===== config.mk =====
export PLATFORM = sky130hd
export DESIGN_NAME = regfile_wb_arbiter
export DESIGN_NICKNAME = d
export VERILOG_FILES = /design/src/rtl/regfile_wb_arbiter.sv
export SDC_FILE = /design/constraint.sdc
export NUM_CORES = 1
export LEC_CHECK = 0
export BUFFER_PORTS_ARGS = -buffer_cell sky130_fd_sc_hd__buf_2
export CAP_MARGIN = 15
export CORE_ASPECT_RATIO = 2
export CORE_MARGIN = 4
export CORE_UTILIZATION = 47
export DETAILED_ROUTE_END_ITERATION = 7
export HOLD_SLACK_MARGIN = 0.02
export PLACE_DENSITY = 0.92
export SLEW_MARGIN = 15
export SYNTH_ARGS = -nofsm -noshare
export SYNTH_HDL_FRONTEND = slang
export SYNTH_SLANG_ARGS = --single-unit

===== constraint.sdc =====
create_clock -name clk -period 2.39 [get_ports clk]
set_input_delay 0.478 -clock clk [delete_from_list [all_inputs] [get_ports clk]]
set_output_delay 0.478 -clock clk [all_outputs]
set_load 0.01 [all_outputs]

===== src/rtl/regfile_wb_arbiter.sv =====
// regfile_wb_arbiter
//   Writeback driver for the 32x32 register file write port. It merges an ALU
//   result stream and a MEM (load / long-latency) result stream into a single
//   registered write port. It also keeps a pending-write scoreboard so decode
//   can stall on registers that have outstanding long-latency writes.
//
//   Optional build macro REGFILE_WB_SKID_EN:
//     When it is defined, a one-entry skid register captures each MEM result.
//     The skid entry, not the mem_* inputs, then competes for the write port,
//     and mem_ready_o only reflects whether the skid is empty.
//
// Ports
//   clk, rst_n                    clock (rising edge), async active-low reset
//   alu_valid_i/rd_i/val_i        ALU result handshake in
//   alu_ready_o                   ALU result accepted this cycle
//   mem_valid_i/rd_i/val_i        MEM result handshake in
//   mem_ready_o                   MEM result accepted this cycle
//   mark_i, mark_rd_i             long-latency op issued: set busy[mark_rd_i]
//   rf_we_o/rd_sel_o/w_val_o      registered register-file write port
//   busy_o                        scoreboard; bit n = write to xn pending
module regfile_wb_arbiter #(
    parameter int XLEN       = 32,
    parameter int STARVE_MAX = 3
) (
    input  logic            clk,
    input  logic            rst_n,
    input  logic            alu_valid_i,
    input  logic [4:0]      alu_rd_i,
    input  logic [XLEN-1:0] alu_val_i,
    output logic            alu_ready_o,
    input  logic            mem_valid_i,
    input  logic [4:0]      mem_rd_i,
    input  logic [XLEN-1:0] mem_val_i,
    output logic            mem_ready_o,
    input  logic            mark_i,
    input  logic [4:0]      mark_rd_i,
    output logic            rf_we_o,
    output logic [4:0]      rf_rd_sel_o,
    output logic [XLEN-1:0] rf_w_val_o,
    output logic [31:0]     busy_o
);

    localparam logic [3:0] C_STARVE_MAX = 4'(STARVE_MAX);

    logic            r_we;
    logic [4:0]      r_rd_sel;
    logic [XLEN-1:0] r_w_val;
    logic [31:0]     r_busy;
    logic [3:0]      r_starve_cnt;

    logic            w_mem_pend;
    logic [4:0]      w_mem_rd;
    logic [XLEN-1:0] w_mem_val;
    logic            w_force_mem;
    logic            w_grant_alu;
    logic            w_grant_mem;
    logic [31:0]     w_busy_nxt;

`ifdef REGFILE_WB_SKID_EN
    logic            r_skid_vld;
    logic [4:0]      r_skid_rd;
    logic [XLEN-1:0] r_skid_val;

    assign w_mem_pend  = r_skid_vld;
    assign w_mem_rd    = r_skid_rd;
    assign w_mem_val   = r_skid_val;
    assign mem_ready_o = ~r_skid_vld;

    // Capture happens only when the skid is empty. A grant happens only when
    // it is full. So the two never coincide.
    always_ff @(posedge clk or negedge rst_n) begin
        if (!rst_n) begin
            r_skid_vld <= 1'b0;
            r_skid_rd  <= '0;
            r_skid_val <= '0;
        end else if (mem_valid_i && !r_skid_vld) begin
            r_skid_vld <= 1'b1;
            r_skid_rd  <= mem_rd_i;
            r_skid_val <= mem_val_i;
        end else if (w_grant_mem) begin
            r_skid_vld <= 1'b0;
        end
    end
`else
    assign w_mem_pend  = mem_valid_i;
    assign w_mem_rd    = mem_rd_i;
    assign w_mem_val   = mem_val_i;
    assign mem_ready_o = w_grant_mem;
`endif

    // ALU has priority unless MEM has waited STARVE_MAX cycles.
    assign w_force_mem = w_mem_pend && (r_starve_cnt == C_STARVE_MAX);
    assign w_grant_alu = alu_valid_i && !w_force_mem;
    assign w_grant_mem = w_mem_pend && !w_grant_alu;
    assign alu_ready_o = w_grant_alu;

    always_ff @(posedge clk or negedge rst_n) begin
        if (!rst_n) begin
            r_starve_cnt <= '0;
        end else if (!w_mem_pend || w_grant_mem) begin
            r_starve_cnt <= '0;
        end else if (r_starve_cnt != C_STARVE_MAX) begin
            r_starve_cnt <= r_starve_cnt + 4'd1;
        end
    end

    // A result for x0 completes its handshake but never drives the port.
    always_ff @(posedge clk or negedge rst_n) begin
        if (!rst_n) begin
            r_we     <= 1'b0;
            r_rd_sel <= '0;
            r_w_val  <= '0;
        end else if (w_grant_alu) begin
            r_we <= (alu_rd_i != 5'd0);
            if (alu_rd_i != 5'd0) begin
                r_rd_sel <= alu_rd_i;
                r_w_val  <= alu_val_i;
            end
        end else if (w_grant_mem) begin
            r_we <= (w_mem_rd != 5'd0);
            if (w_mem_rd != 5'd0) begin
                r_rd_sel <= w_mem_rd;
                r_w_val  <= w_mem_val;
            end
        end else begin
            r_we <= 1'b0;
        end
    end

    // Clear is applied before set, so a same-cycle mark of the same register wins.
    always_comb begin
        w_busy_nxt = r_busy;
        if (w_grant_mem && (w_mem_rd != 5'd0)) begin
            w_busy_nxt[w_mem_rd] = 1'b0;
        end
        if (mark_i && (mark_rd_i != 5'd0)) begin
            w_busy_nxt[mark_rd_i] = 1'b1;
        end
        w_busy_nxt[0] = 1'b0;
    end

    always_ff @(posedge clk or negedge rst_n) begin
        if (!rst_n) begin
            r_busy <= '0;
        end else begin
            r_busy <= w_busy_nxt;
        end
    end

    assign rf_we_o     = r_we;
    assign rf_rd_sel_o = r_rd_sel;
    assign rf_w_val_o  = r_w_val;
    assign busy_o      = r_busy;

endmodule


==> results.toml, run 1 <==
[placement]
place_ws_ns = 0.230
portBuffers = 154
gp_congestion = 0.865
place_hpwl_um = 7580

[logic_synthesis]
synth_edf_count = 0
syn_nets = 361
ys_types = 34
synth_area_um2 = 3500
synth_area_per_cell_um2 = 12.7
ys_ff_latch = 73
synth_ff_type = "dfrtp_1"
netlist_instances = 276
async_flop_share_pct = 100
ys_seq_area_share_pct = 52.2
yosysWarnings = 0

[drt]
dr.pass1.iters = 4
vias_per_cell = 5.50
drt_iter0_markers = 137
postRouteAntennaNets = 0
wl_per_cell_um = 18.8
drt_wl_total_um = 9930
vias = 2896
drc = 0

[layout]
areaGrowthSynthToFinish_pct = 34.7
mostFrequentLayoutCells = "154 x buf_2, 73 x dfrtp_1, 55 x mux2_2, 48 x o21ai_0, 19 x mux2_4"
layout_commonest_cell = "buf_2"
register_area_um2 = 1830
finalNetCount = 516
nFillCells = 568
drive_gt1_share_pct = 58.9
multiInputGateArea_um2 = 1560
diodes = 0

[power]
p_total_mw = 3.89
p_leak_nw = 2.26
power.density_nw_per_um2 = 826
irDropWorstVdd_uv = 471

[cts]
cts-root-buf = "clkbuf_16"
cts.sinks = 73
worstSkewPairLatency_ns = 0.32
clkTransAtPathRegs_ns = 0.05
holdBufCountCts = 0
cts_setup_buffers = 0
tritoncts = "built"
cts_buffers = 9
cts_resized = 0
htree_levels = 3
cts.path.max_buffers = 2

[critical_path]
worstSetupStartpointType = "flop"
timing.rr.start = "r_starve_cnt[0]"
crit_required_ns = 1.91
critPathKind = "flop to output port"
arrival_ns = 1.80
reg2reg_to = "rf_w_val_o[15]"
ff2ff_path_depth = 6
crit_fanout = 9
reg2reg_slack_ns = 0.23
critPathCaptureType = "output port"

[global_route]
grt_usage_pct = 22.6
grt_max_degree = 74
grt_pass1_wl_um = 14800
grt-ovfl-total = 0
antenna_found_initial = 0
grt_pass1_vias = 2983

[floorplanning]
die-area_um2 = 8970
start_util_pct = 48.1
pin_count = 156
row_count = 44
die_w_um = 69.0
coreArea_um2 = 7270
die_y_um = 130

[sta]
fmax_mhz = 439
hold_viol = 0
period_share_pct = 95.4
finalSetupTns_ns = 0
slew_viol_final = 0
setup_viol_count_final = 0
finClkSkew_ns = 0.00503
hold_ws_ns = 0.175
period_needed_ns = 2.28
setup_ws_ns = 0.110
rsz0062_at_grt = "no"

[flow_run]
cap_violations = 0

[outcome]
status = "completed"

[min_path]
hp-class = "input port to asynchronous set/reset pin"
logic make-up (layout without fill, tap and decap cells):
family | Yosys count | count (layout) | synth area share [%]
muxes | 74 | 74 | 25.9
other | 1 | 1 | 0.107
AOI/OAI and AO/OA | 68 | 68 | 11.5
adders and majority gates | 1 | 1 | 0.358
and+or+nand+nor | 35 | 35 | 5.87
DFF | 73 | 73 | 52.2
xor gates and xnor gates | 2 | 2 | 0.501
buffers and inverters | 22 | 181 | 3.54
cell usage after synthesis (6+ instances only):
library cell	n	area [um2]
buf_2	6	30.0
dfrtp_1	73	1830
mux2_2	55	619
mux2_4	19	285
nand2_1	7	26.3
nand3_1	6	30.0
nor2_1	7	26.3
o21ai_0	48	240
o31ai_1	7	52.6
o41ai_1	7	61.3
final cells by class:
class	count	area share, %
flip-flops and latches	73	38.8
multi-input cells	181	33.1
repair buffers	161	18.3
clock buffers	13	5.74
well taps	92	2.44
clock inverters	2	1.27
inverters	5	0.398
state kept, by name (all words and copies together), names as in the netlist:
name and flops:
busy_o 31, r_starve_cnt 4, rf_rd_sel_o 5, rf_w_val_o 32, rf_we_o 1
per-stage QoR:
step | cell area, um2 | util (%) | cells
global placement | 4380 | 60.3 | 512
global route | 4710 | 64.8 | 527
floorplan | 3500 | - | 276
finish | 4710 | 64.8 | 527
detailed placement | 4380 | 60.3 | 512
CTS | 4710 | 64.8 | 527
report_power, final:
group	switching (mW)	total, mW	internal, mW
registers	0.111	1.56	1.45
logic	0.444	0.865	0.421
clock network	0.470	1.46	0.993
how the worst max path moves through the flow:
stage | cells past startpoint | slack [ns] | from | end
detailed placement | 6 | 0.23 | r_starve_cnt[0] | rf_w_val_o[2]
global placement | 6 | 0.30 | r_starve_cnt[0] | rf_w_val_o[7]
CTS | 5 | 0.10 | r_starve_cnt[0] | mem_ready_o
global route | 5 | 0.02 | r_starve_cnt[0] | alu_ready_o
finish | 5 | 0.11 | r_starve_cnt[0] | mem_ready_o
floorplan | 8 | 0.36 | r_starve_cnt[0] | rf_w_val_o[10]
critical path: stages, from the launching register on:
cell and delay, ns:
dfrtp_1 0.39, ha_1 0.23, nor3b_4 0.18, o21ai_2 0.40, inv_1 0.11, buf_2 0.16
metal layers:
layer	routed length [um]	GRT usage, %	vias up
met5	0	0	-
met4	343	12.6	0
met3	711	4.65	25
met2	5620	41.6	148
met1	3260	22.4	1403
li1	-	-	1320
Power figures use the tool's default switching activity.
==> run 2, diff against run 1 <==
RECOVER_POWER = 25   (was default)
==> results.toml, run 2 (synthesis results as in run 1) <==
[outcome]
status = "finished with violations"
violations = "max-capacitance violations, max-slew violations"

[sta]
period_share_pct = 95.6
slew_viol_final = 74
hold_ws_ns = 0.465
finalSetupTns_ns = 0
worst-slew-pin-transition_ns = 1.80
fmax_mhz = 438
hold_viol = 0
setup_viol_count_final = 0
slew_headroom_pct = -20.0
finClkSkew_ns = 0.00468
rsz0062_at_grt = "no"
period_needed_ns = 2.28

[power]
irDropWorstVdd_uv = 468
power.density_nw_per_um2 = 827
p_total_mw = 3.88
p_leak_nw = 2.25

[layout]
mostFrequentLayoutCells = "154 x buf_2, 73 x dfrtp_1, 55 x mux2_2, 48 x o21ai_0, 19 x mux2_4"
areaGrowthSynthToFinish_pct = 34.3
largest_register_ffs = 32
design_area_um2 = 4700
finalNetCount = 516
layout_commonest_cell = "buf_2"
diodes = 0
drive_gt1_share_pct = 58.9
utilization_pct = 64.6

[placement]
place_area_um2 = 4380
portBuffers = 154
place_hpwl_um = 7580
gp_congestion = 0.865

[critical_path]
path_delay_family = "compound AO/OA/AOI/OAI gates"
crit_path_max_incr_delay_ns = 0.41
crit_chain = "ha_1 > nor3b_4 > o21ai_2 > inv_1 > buf_2"
crit_fanout = 9
arrival_ns = 1.81
slowest_stage = "o21ai_2"
worstSetupStartpointType = "flop"
cp_num_buf_inv = 2
critPathKind = "flop to output port"
worstSetupStartpoint = "r_starve_cnt[0]"
timing.rr.start = "r_starve_cnt[0]"
critPathCaptureType = "output port"
crit_required_ns = 1.91

[min_path]
holdCritStartpoint = "r_starve_cnt[0]"
hp-class = "flop to flop"

[drt]
wl_per_cell_um = 18.9
postRouteAntennaNets = 0
drt_iter0_markers = 152
vias = 2905
drt_wl_total_um = 9950
dr.pass1.iters = 6
vias_per_cell = 5.51
drc = 0

[cts]
cts.path.max_buffers = 2
cts_resized = 0
tritoncts = "built"
cts_setup_buffers = 0
holdBufCountCts = 0
worstSkewPairLatency_ns = 0.32
htree_levels = 3
cts-root-buf = "clkbuf_16"
clkTransAtPathRegs_ns = 0.05
cts_buffers = 9
cts.sinks = 73

[global_route]
grt_max_degree = 74
grt_pass1_vias = 2983
grt-ovfl-total = 0
grt_pass1_wl_um = 14800
grt_usage_pct = 22.6
antenna_found_initial = 0

[floorplanning]
row_count = 44
pin_count = 156
die-area_um2 = 8970
die_w_um = 69.0
start_util_pct = 48.1
die_y_um = 130
coreArea_um2 = 7270

[flow_run]
cap_violations = 1
[run 2: metrics by stage]
stage,cells,setup slack [ns]
6_report,527,0.106
5_1_grt,527,0.0159
4_1_cts,527,0.101
2_1_floorplan,276,0.357
3_3_place_gp,512,0.301
3_5_place_dp,512,0.230
[run 2: area by class of cell]
type	instances	area, um2
fill	570	2570
sequential	73	1830
multi-input combinational	181	1560
timing repair buffer	161	846
clock buffer	13	270
tap	92	115
clock inverter	2	60.1
inverter	5	18.8
[run 2: per-layer routing]
layer	routed length, um	up-vias	global-route usage, %
met5	0	-	0
met2	5610	153	41.6
met3	738	27	4.65
met1	3240	1405	22.4
li1	-	1320	-
met4	359	0	12.6
[run 2: path summary, 6_finish.rpt]
kind / endpoint / slack, ns / depth (start not counted)
worst max-delay path: mem_ready_o / 0.11 / 5
worst min-delay path: r_starve_cnt[0] / 0.47 / 1
worst max register to register: rf_w_val_o[15] / 0.23 / 6
worst min register to register: r_starve_cnt[0] / 0.47 / 1
max in group asynchronous: rf_w_val_o[5] / 0.59 / 2
min in group asynchronous: rf_w_val_o[16] / 0.72 / 2
[run 2: where the power goes]
part	switching, mW	internal (mW)
Sequential	0.111	1.45
Combinational	0.444	0.418
Clock	0.468	0.993
[run 2: worst reg2reg max path: stages, from the launching register on]
cell     delay [ns]
dfrtp_1        0.37
ha_1           0.20
nor3b_4        0.30
a21o_1         0.29
buf_12         0.24
mux2_2         0.38
mux2_4         0.26
